## config.mk

```make
export PLATFORM = sky130hd
export DESIGN_NAME = usb_ep0_setup_responder_flat
export DESIGN_NICKNAME = d
export VERILOG_FILES = /design/src/rtl/usb_ep0_setup_responder_if.sv /design/src/rtl/usb_ep0_setup_responder.sv /design/src/flat_wrapper.sv
export SDC_FILE = /design/constraint.sdc
export NUM_CORES = 1
export LEC_CHECK = 0
export CELL_PAD_IN_SITES_DETAIL_PLACEMENT = 0
export CELL_PAD_IN_SITES_GLOBAL_PLACEMENT = 1
export CORE_MARGIN = 3
export CORE_UTILIZATION = 45
export DETAILED_ROUTE_END_ITERATION = 10
export HOLD_SLACK_MARGIN = 0.06
export PLACE_DENSITY_LB_ADDON = 0.1
export SLEW_MARGIN = 20
export SYNTH_ARGS = -nofsm -noshare
export SYNTH_HDL_FRONTEND = slang
export SYNTH_SLANG_ARGS = --single-unit
```

## constraint.sdc

```tcl
create_clock -name clk -period 7.3 [get_ports clk]
set_input_delay 1.46 -clock clk [delete_from_list [all_inputs] [get_ports clk]]
set_output_delay 1.46 -clock clk [all_outputs]
set_load 0.02 [all_outputs]
```

## src/rtl/usb_ep0_setup_responder_if.sv

```systemverilog
// EP0 receive beats (tokens and setup data) and transmit response bytes.
interface usb_ep0_setup_responder_if;
   logic        rx_pkt_valid;
   logic [3:0]  rx_pid;
   logic [6:0]  rx_addr;
   logic [3:0]  rx_ep;
   logic [7:0]  rx_data;
   logic        rx_data_valid;
   logic        rx_crc_err;
   logic        tx_valid;
   logic [3:0]  tx_pid;
   logic [7:0]  tx_data;
   logic [15:0] tx_len;

   modport master (
      output rx_pkt_valid, rx_pid, rx_addr, rx_ep, rx_data, rx_data_valid, rx_crc_err,
      input  tx_valid, tx_pid, tx_data, tx_len
   );

   modport slave (
      input  rx_pkt_valid, rx_pid, rx_addr, rx_ep, rx_data, rx_data_valid, rx_crc_err,
      output tx_valid, tx_pid, tx_data, tx_len
   );
endinterface

```

## src/rtl/usb_ep0_setup_responder.sv

```systemverilog
// EP0 SETUP capture/decode; answers GET_DESCRIPTOR(Device), SET_ADDRESS or STALL.
// First tx beat 2 clocks after the 8th setup byte; no backpressure, one byte per cycle.
module usb_ep0_setup_responder #(
   parameter int unsigned DESC_LEN = 18,
   parameter logic [15:0] VID      = 16'h1234,
   parameter logic [15:0] PID_PROD = 16'h5678
) (
   input  logic                       clk,
   input  logic                       rst_n,
   usb_ep0_setup_responder_if.slave   ep0,
   output logic [6:0]                 dev_addr,
   output logic                       busy
);
   localparam logic [3:0] PID_SETUP = 4'hD;
   localparam logic [3:0] PID_DATA1 = 4'hB;
   localparam logic [3:0] PID_STALL = 4'hE;

   typedef enum logic [2:0] {
      IDLE, SETUP_RX, DECODE, DATA_TX, STATUS_TX, ADDR_UPD, STALL_TX
   } state_t;

   state_t      state;
   logic [2:0]  cnt;
   logic [4:0]  idx;
   logic [15:0] len_q;
   logic [6:0]  pending_addr;
   logic [7:0]  setup [8];
   logic        tx_vld_q;
   logic [3:0]  tx_pid_q;
   logic [7:0]  tx_dat_q;
   logic [15:0] tx_len_q;

   logic        tok_ok;
   logic        is_get_desc;
   logic        is_set_addr;
   logic [15:0] w_length;
   logic [15:0] clamp_len;
   logic        last_beat;

   function automatic logic [7:0] desc_byte(input logic [4:0] i);
      case (i)
         5'd0:  desc_byte = 8'h12;
         5'd1:  desc_byte = 8'h01;
         5'd2:  desc_byte = 8'h10;
         5'd3:  desc_byte = 8'h01;
         5'd7:  desc_byte = 8'h40;
         5'd8:  desc_byte = VID[7:0];
         5'd9:  desc_byte = VID[15:8];
         5'd10: desc_byte = PID_PROD[7:0];
         5'd11: desc_byte = PID_PROD[15:8];
         5'd13: desc_byte = 8'h01;
         5'd14: desc_byte = 8'h01;
         5'd15: desc_byte = 8'h02;
         5'd16: desc_byte = 8'h03;
         5'd17: desc_byte = 8'h01;
         default: desc_byte = 8'h00;
      endcase
   endfunction

   assign tok_ok = ep0.rx_pkt_valid && !ep0.rx_data_valid && (ep0.rx_pid == PID_SETUP)
                   && (ep0.rx_ep == 4'd0) && (ep0.rx_addr == dev_addr);

   assign is_get_desc = (setup[0] == 8'h80) && (setup[1] == 8'h06) && (setup[3] == 8'h01);
   assign is_set_addr = (setup[0] == 8'h00) && (setup[1] == 8'h05);
   assign w_length    = {setup[7], setup[6]};
   assign clamp_len   = (w_length < 16'(DESC_LEN)) ? w_length : 16'(DESC_LEN);
   // A zero-length reply still occupies one beat, hence "<=" rather than "==".
   assign last_beat   = (len_q <= ({11'd0, idx} + 16'd1));

   // A new SETUP collides with any response in flight, so it kills tx immediately.
   assign ep0.tx_valid = tx_vld_q && !tok_ok;
   assign ep0.tx_pid   = tok_ok ? 4'd0  : tx_pid_q;
   assign ep0.tx_data  = tok_ok ? 8'd0  : tx_dat_q;
   assign ep0.tx_len   = tok_ok ? 16'd0 : tx_len_q;
   assign busy         = (state != IDLE);

   always_ff @(posedge clk or negedge rst_n) begin
      if (!rst_n) begin
         state        <= IDLE;
         cnt          <= '0;
         idx          <= '0;
         len_q        <= '0;
         pending_addr <= '0;
         dev_addr     <= '0;
         tx_vld_q     <= 1'b0;
         tx_pid_q     <= '0;
         tx_dat_q     <= '0;
         tx_len_q     <= '0;
         for (int i = 0; i < 8; i++) setup[i] <= '0;
      end else begin
         tx_vld_q <= 1'b0;
         tx_pid_q <= '0;
         tx_dat_q <= '0;
         tx_len_q <= '0;
         if (tok_ok) begin
            state        <= SETUP_RX;
            cnt          <= '0;
            pending_addr <= '0;
         end else begin
            case (state)
               IDLE: ;
               SETUP_RX: begin
                  if (ep0.rx_pkt_valid && ep0.rx_crc_err) begin
                     state <= IDLE;
                  end else if (ep0.rx_pkt_valid && ep0.rx_data_valid) begin
                     setup[cnt] <= ep0.rx_data;
                     cnt        <= cnt + 3'd1;
                     if (cnt == 3'd7) state <= DECODE;
                  end
               end
               DECODE: begin
                  idx <= '0;
                  if (is_get_desc) begin
                     len_q <= clamp_len;
                     state <= DATA_TX;
                  end else if (is_set_addr) begin
                     pending_addr <= setup[2][6:0];
                     state        <= STATUS_TX;
                  end else begin
                     state <= STALL_TX;
                  end
               end
               DATA_TX: begin
                  tx_vld_q <= 1'b1;
                  tx_pid_q <= PID_DATA1;
                  tx_len_q <= len_q;
                  tx_dat_q <= (len_q == 16'd0) ? 8'h00 : desc_byte(idx);
                  idx      <= idx + 5'd1;
                  if (last_beat) state <= IDLE;
               end
               STATUS_TX: begin
                  tx_vld_q <= 1'b1;
                  tx_pid_q <= PID_DATA1;
                  state    <= ADDR_UPD;
               end
               ADDR_UPD: begin
                  dev_addr <= pending_addr;
                  state    <= IDLE;
               end
               STALL_TX: begin
                  tx_vld_q <= 1'b1;
                  tx_pid_q <= PID_STALL;
                  state    <= IDLE;
               end
               default: state <= IDLE;
            endcase
         end
      end
   end
endmodule
```

## src/flat_wrapper.sv

```systemverilog
// flat-port wrapper written by rule: the top's interface ports become plain ports
module usb_ep0_setup_responder_flat 
#(
   parameter int unsigned DESC_LEN = 18,
   parameter logic [15:0] VID      = 16'h1234,
   parameter logic [15:0] PID_PROD = 16'h5678
)
  (clk, rst_n, dev_addr, busy, ep0_rx_pkt_valid, ep0_rx_pid, ep0_rx_addr, ep0_rx_ep, ep0_rx_data, ep0_rx_data_valid, ep0_rx_crc_err, ep0_tx_valid, ep0_tx_pid, ep0_tx_data, ep0_tx_len);
  usb_ep0_setup_responder_if ep0_i ();
  input  logic clk;
  input  logic rst_n;
  output logic [6:0] dev_addr;
  output logic busy;
  input wire logic [$bits(ep0_i.rx_pkt_valid)-1:0] ep0_rx_pkt_valid;
  input wire logic [$bits(ep0_i.rx_pid)-1:0] ep0_rx_pid;
  input wire logic [$bits(ep0_i.rx_addr)-1:0] ep0_rx_addr;
  input wire logic [$bits(ep0_i.rx_ep)-1:0] ep0_rx_ep;
  input wire logic [$bits(ep0_i.rx_data)-1:0] ep0_rx_data;
  input wire logic [$bits(ep0_i.rx_data_valid)-1:0] ep0_rx_data_valid;
  input wire logic [$bits(ep0_i.rx_crc_err)-1:0] ep0_rx_crc_err;
  output wire logic [$bits(ep0_i.tx_valid)-1:0] ep0_tx_valid;
  output wire logic [$bits(ep0_i.tx_pid)-1:0] ep0_tx_pid;
  output wire logic [$bits(ep0_i.tx_data)-1:0] ep0_tx_data;
  output wire logic [$bits(ep0_i.tx_len)-1:0] ep0_tx_len;
  assign ep0_i.rx_pkt_valid = ep0_rx_pkt_valid;
  assign ep0_i.rx_pid = ep0_rx_pid;
  assign ep0_i.rx_addr = ep0_rx_addr;
  assign ep0_i.rx_ep = ep0_rx_ep;
  assign ep0_i.rx_data = ep0_rx_data;
  assign ep0_i.rx_data_valid = ep0_rx_data_valid;
  assign ep0_i.rx_crc_err = ep0_rx_crc_err;
  assign ep0_tx_valid = ep0_i.tx_valid;
  assign ep0_tx_pid = ep0_i.tx_pid;
  assign ep0_tx_data = ep0_i.tx_data;
  assign ep0_tx_len = ep0_i.tx_len;
  usb_ep0_setup_responder #(.DESC_LEN(DESC_LEN), .VID(VID), .PID_PROD(PID_PROD)) u_core (.clk(clk), .rst_n(rst_n), .ep0(ep0_i), .dev_addr(dev_addr), .busy(busy));
endmodule
```

# After elaboration in Yosys (flattened, before gate mapping)
# Memories as Yosys holds them, arrays and structs flattened.
# Index checks and enable logic that the tools add are counted.
[word_totals] output_inout_bits=37 mem_count=1 input_bits=28 romBits=224 wordCells=113 regBits=134
[mem_list] memory="(name not given)" depth=32 word_bits=7 read_ports=1 rd_clocked_by_memory_dff=0 write_ports=0 line_no="usb_ep0_setup_responder.sv:41" rtl="case (i)"
[op_classes] n_reduce_logical=32 add_sub_neg=3 bitwise_logic=3 muxes=33 eq_ne=19 magnitude_cmp=4
[ops] cell="bitwise mux 64 bit" count=1
[ops] cell="two-way mux 16 bit" count=4
[ops] cell="two-way mux 8 bit" count=5
[ops] cell="two-way mux 3 bit" count=10
[ops] cell="two-way mux 7 bit" count=4
[ops] cell="demux 8 bit (select 3 bit)" count=1
[ops] cell="== test 8 x 3 -> 1 bit, second input constant" count=2
[ops] cell="less-or-equal comparator 16 bit" count=1
[ops] cell="zero test 16 bit" count=1
[ops] cell="< comparator 16 x 5 -> 1 bit, second input constant" count=1
[ops] cell="case mux 3 bit (5 select lines)" count=1
[ops] cell="== test 3 bit, second input constant" count=4
[ops] cell="logical AND 1 bit" count=11
[ops] cell="case mux 5 bit (2 select lines)" count=1
[ops] cell="nonzero test 2 bit" count=5
[ops] cell="AND reduction 3 bit" count=3
[ops] cell="== test 8 x 1 -> 1 bit, second input constant" count=1
[ops] cell="== test 8 bit, second input constant" count=1
[ops] cell="zero test 8 bit" count=1
[ops] cell="two-way mux 4 bit" count=2
[ops] cell="!= test 4 x 1 -> 1 bit, second input constant" count=2
[ops] cell="case mux 4 bit (2 select lines)" count=1
[ops] cell="AND reduction 4 bit" count=2
[ops] cell="== test 7 bit" count=1
[ops] cell="other kinds (21)" count=28

# Longest topological paths before layout
[logic_depth] word_depth=7 ltp_mapped=10 depth_no_buf=9

# Least setup slack after synthesis
# OpenSTA, ideal clock, no wires.
[synth_path] path_kind="in2out" startpoint="in ep0_rx_ep[0]" endpoint="out ep0_tx_pid[3]" required_ps=5840 t_arrival_ps=3054 setup_slack_ps=2786 path_buffers=3 cell_stages=7 cell_sequence="nor4b_1 > nand2_1 > or4_1 > clkbuf_1 > clkbuf_1 > and2_1 > buf_4"
[synth_between] elab_chain_len=4
[synth_rtl] item="from (decl)" line_no="flat_wrapper.sv:17" rtl="input wire logic [$bits(ep0_i.rx_ep)-1:0] ep0_rx_ep;"
[synth_rtl] item="zero test 4 bit" line_no="usb_ep0_setup_responder.sv:61" rtl="&& (ep0.rx_ep == 4'd0) && (ep0.rx_addr == dev_addr);"
[synth_rtl] item="logical AND 1 bit (2 in a row)" line_no="usb_ep0_setup_responder.sv:61"
[synth_rtl] item="two-way mux 4 bit" line_no="usb_ep0_setup_responder.sv:72" rtl="assign ep0.tx_pid = tok_ok ? 4'd0 : tx_pid_q;"
[synth_rtl] item="to (decl)" line_no="flat_wrapper.sv:22" rtl="output wire logic [$bits(ep0_i.tx_pid)-1:0] ep0_tx_pid;"
# Every way passes these cells.

# Worst setup path after layout
[layout_path] startpoint="in ep0_rx_pkt_valid" endpoint="out ep0_tx_pid[3]"
[layout_between] elab_chain_len=5
[layout_rtl] item="from (decl)" line_no="flat_wrapper.sv:14" rtl="input wire logic [$bits(ep0_i.rx_pkt_valid)-1:0] ep0_rx_pkt_valid;"
[layout_rtl] item="logical AND 1 bit (2 in a row)" line_no="usb_ep0_setup_responder.sv:60" rtl="assign tok_ok = ep0.rx_pkt_valid && !ep0.rx_data_valid && (ep0.rx_pid == PID_SETUP)"
[layout_rtl] item="logical AND 1 bit (2 in a row)" line_no="usb_ep0_setup_responder.sv:61"
[layout_rtl] item="two-way mux 4 bit" line_no="usb_ep0_setup_responder.sv:72"
# Every way passes these cells.

==> results.sh <==
export IMPL_final_common_cell="dfrtp_1"
export IMPL_die_h_um=113
export IMPL_avgSynthCellArea_um2=12.4
export IMPL_synthArstFlopShare_pct=100
export IMPL_htreeDepth=4
export IMPL_setup_violations=0
export IMPL_ys_warn_count=0
export IMPL_min_period_over_period_pct=78.3
export IMPL_drt_iter0_drc=133
export IMPL_max_slew_margin_rel_pct=37.3
export IMPL_ys_types=55
export IMPL_maxSlewViolCount=0
export IMPL_numCtsBuffers=17
export IMPL_status="complete, no violations"
export IMPL_timing_rr_start="u_core.dev_addr[1]$_DFFE_PN0P_"
export IMPL_start_util_pct=46.9
export IMPL_drive_above_1_share_pct=19.6
export IMPL_clk_root_buffer_cell="clkbuf_16"
export IMPL_grtUsageMet1_pct=23.1
export IMPL_place_area_mm2=0.00593
export IMPL_ys_seq_elements=115
export IMPL_clock_latency_ns=0.40
export IMPL_cts_sinks=115
export IMPL_num_vias=3320
export IMPL_startpoint="ep0_rx_pkt_valid"
export IMPL_fin_util_pct=58.8
export IMPL_end_kind="output port"
export IMPL_holdBufCountCts=0
export IMPL_overflow=0
export IMPL_grt_pass1_wl_um=17500
export IMPL_post_drt_wl_per_cell_um=15.8
export IMPL_crit_chain="clkdlybuf4s50_1 > nor2b_1 > nand4_2 > or4_1 > buf_4 > and2_1 > clkdlybuf4s50_1"
export IMPL_cp_data_required_time_ns=5.84
export IMPL_coreArea_mm2=0.0111
export IMPL_critPathTopFamily="buffers and inverters"
export IMPL_diodes=0
export IMPL_hp_start="u_core.pending_addr[2]$_DFFE_PN0P_"
export IMPL_finClkSkew_ns=0.00715
export IMPL_port_buffers=63
export IMPL_synth_area_mm2=0.00519
export IMPL_fillers=953
export IMPL_register_area_mm2=0.00288
export IMPL_route_detailed_drc=0
export IMPL_vias_per_cell=5.20
export IMPL_multi_input_area_mm2=0.00218
export IMPL_areaGrowthSynthToFinish_pct=25.5
export IMPL_grt_util_met3_pct=4.35
export IMPL_cp_max_fo=27
export IMPL_p_leak_nw=3.00
export IMPL_preCtsSetupSlack_ns=1.56
export IMPL_min_period_ns=5.71
export IMPL_rsz0062_at_grt="false"
export IMPL_grt_busiest_layer="met2"
export IMPL_ctsLongestPathBuffers=2
export IMPL_worstSetupPathType="in2out"
export IMPL_antenna_found_initial=0
export IMPL_num_rows=38
export IMPL_cp_arrival_ns=4.25
export IMPL_die_width_um=113
export IMPL_die_area_mm2=0.0129
export IMPL_fin_area_mm2=0.00651
export IMPL_finalHoldViolCount=0
export IMPL_cts_setup_buffers=0
export IMPL_nets=526
export IMPL_peakVddDrop_mv=0.137
export IMPL_cellPowerDensity_mw_per_mm2=228
export IMPL_cts_tree="yes"
export IMPL_gp_congestion=0.769
export IMPL_postRouteAntennaNets=0
export IMPL_layout_common_cells="115 x dfrtp_1, 62 x clkdlybuf4s50_1, 48 x mux2_2"
export IMPL_cp_buffers_inverters=3
export IMPL_seq_area_frac_synth_pct=55.4
export IMPL_crit_path_start_kind="primary input"
export IMPL_cpMaxStageDelayCell="or4_1"
export IMPL_met2_usage_pct=27.5
export IMPL_routed_wl_um=10100
export IMPL_place_hpwl_um=7110
export IMPL_tns_ns=0
export IMPL_slowest_delay_ns=0.82
export IMPL_ys_flop_type="dfrtp_1"
export IMPL_worstMarginPinSlew_ns=0.941
export IMPL_track_usage_pct=17.2
export IMPL_ctsResizeCount=0
export IMPL_grt_pass1_vias=3430
export IMPL_grt_start_max_net_pins=78
export IMPL_cpMostUsedCell="clkdlybuf4s50_1"
export IMPL_drv_cap=0
export IMPL_path_clk_slew_ns=0.05
export IMPL_synth_edf_count=0
export IMPL_timing_final_ws_setup_ns=1.59
export IMPL_fin_worst_hold_slack_ns=0.493
export IMPL_syn_nets=459
export IMPL_hp_class="reg2reg"
export IMPL_syn_inst=419
export IMPL_first_pass_iters=4
export IMPL_io_pin_count=65
export IMPL_fmax_mhz=175
## cell families after synthesis
| kind of cell | after synthesis | share of synthesized area [%] |
|---|---|---|
| mux | 66 | 14.1 |
| simple gates | 156 | 19.3 |
| compound gates | 30 | 4.05 |
| other cells | 1 | 0.0722 |
| flops | 115 | 55.4 |
| buf+inv | 30 | 2.68 |
| fa+ha+maj | 12 | 2.89 |
| xor+xnor | 9 | 1.52 |
## layout make-up
type | instances | area share (%)
sequential | 115 | 44.2
multi-input combinational | 274 | 33.5
timing repair buffer | 66 | 9.99
clock buffer | 18 | 6.59
tap | 140 | 2.69
clock inverter | 14 | 2.38
inverter | 12 | 0.692
## power by group
group          switching, mW  internal [mW]
Combinational         0.0223         0.0154
Clock                  0.300          0.506
Sequential         0.0000753          0.638
Total                  0.322           1.16
## cells in the mapped netlist, types with 3 or more instances
master	count	area, um2
nor4b_1	4	35.0
nand3_1	10	50.1
nor4_4	5	106
nor2_1	23	86.3
mux2_1	7	78.8
xnor2_1	8	70.1
nand2b_1	3	18.8
and2_1	40	250
a21oi_1	7	35.0
ha_1	12	150
nor2b_1	6	37.5
nand4_1	6	37.5
mux2i_1	11	110
dfrtp_1	115	2880
or4_1	3	22.5
nor4_1	8	50.1
a211oi_1	3	22.5
mux2_2	48	541
and3_1	12	75.1
clkbuf_1	13	48.8
nand2_1	14	52.6
o31ai_1	4	30.0
nor3_1	6	30.0
inv_1	12	45.0
## routing by layer
layer,vias up,part of all wire [%]
met1,1634,45
met5,-,0
met2,55,50
met4,0,1.5
met3,13,3.4
li1,1618,-
## final timing paths
path | cells past startpoint | slack, ns | end
hold / removal | 1 | 0.49 | u_core.dev_addr[2]$_DFFE_PN0P_
max in group asynchronous | 2 | 4.97 | u_core.dev_addr[3]$_DFFE_PN0P_
setup / recovery | 7 | 1.59 | ep0_tx_pid[3]
setup reg to reg | 5 | 4.85 | u_core.dev_addr[1]$_DFFE_PN0P_
min in group asynchronous | 1 | 1.01 | u_core.tx_len_q[11]$_DFF_PN0_
hold reg to reg | 1 | 0.49 | u_core.dev_addr[2]$_DFFE_PN0P_
## state kept, by name, indices dropped and copies added (netlist names)
name,count
u_core.cnt,3
u_core.dev_addr,7
u_core.idx,5
u_core.len_q,16
u_core.pending_addr,7
u_core.setup,47
u_core.state,3
u_core.tx_dat_q,7
u_core.tx_len_q,16
u_core.tx_pid_q,3
u_core.tx_vld_q,1
## per-stage QoR
stage,power (mW),instances
finish,1.48,639
floorplan,0.655,419
detailed placement,0.688,607
global placement,0.687,607
CTS,1.50,639
global route,1.53,639
(Power assumes the default switching activity.)
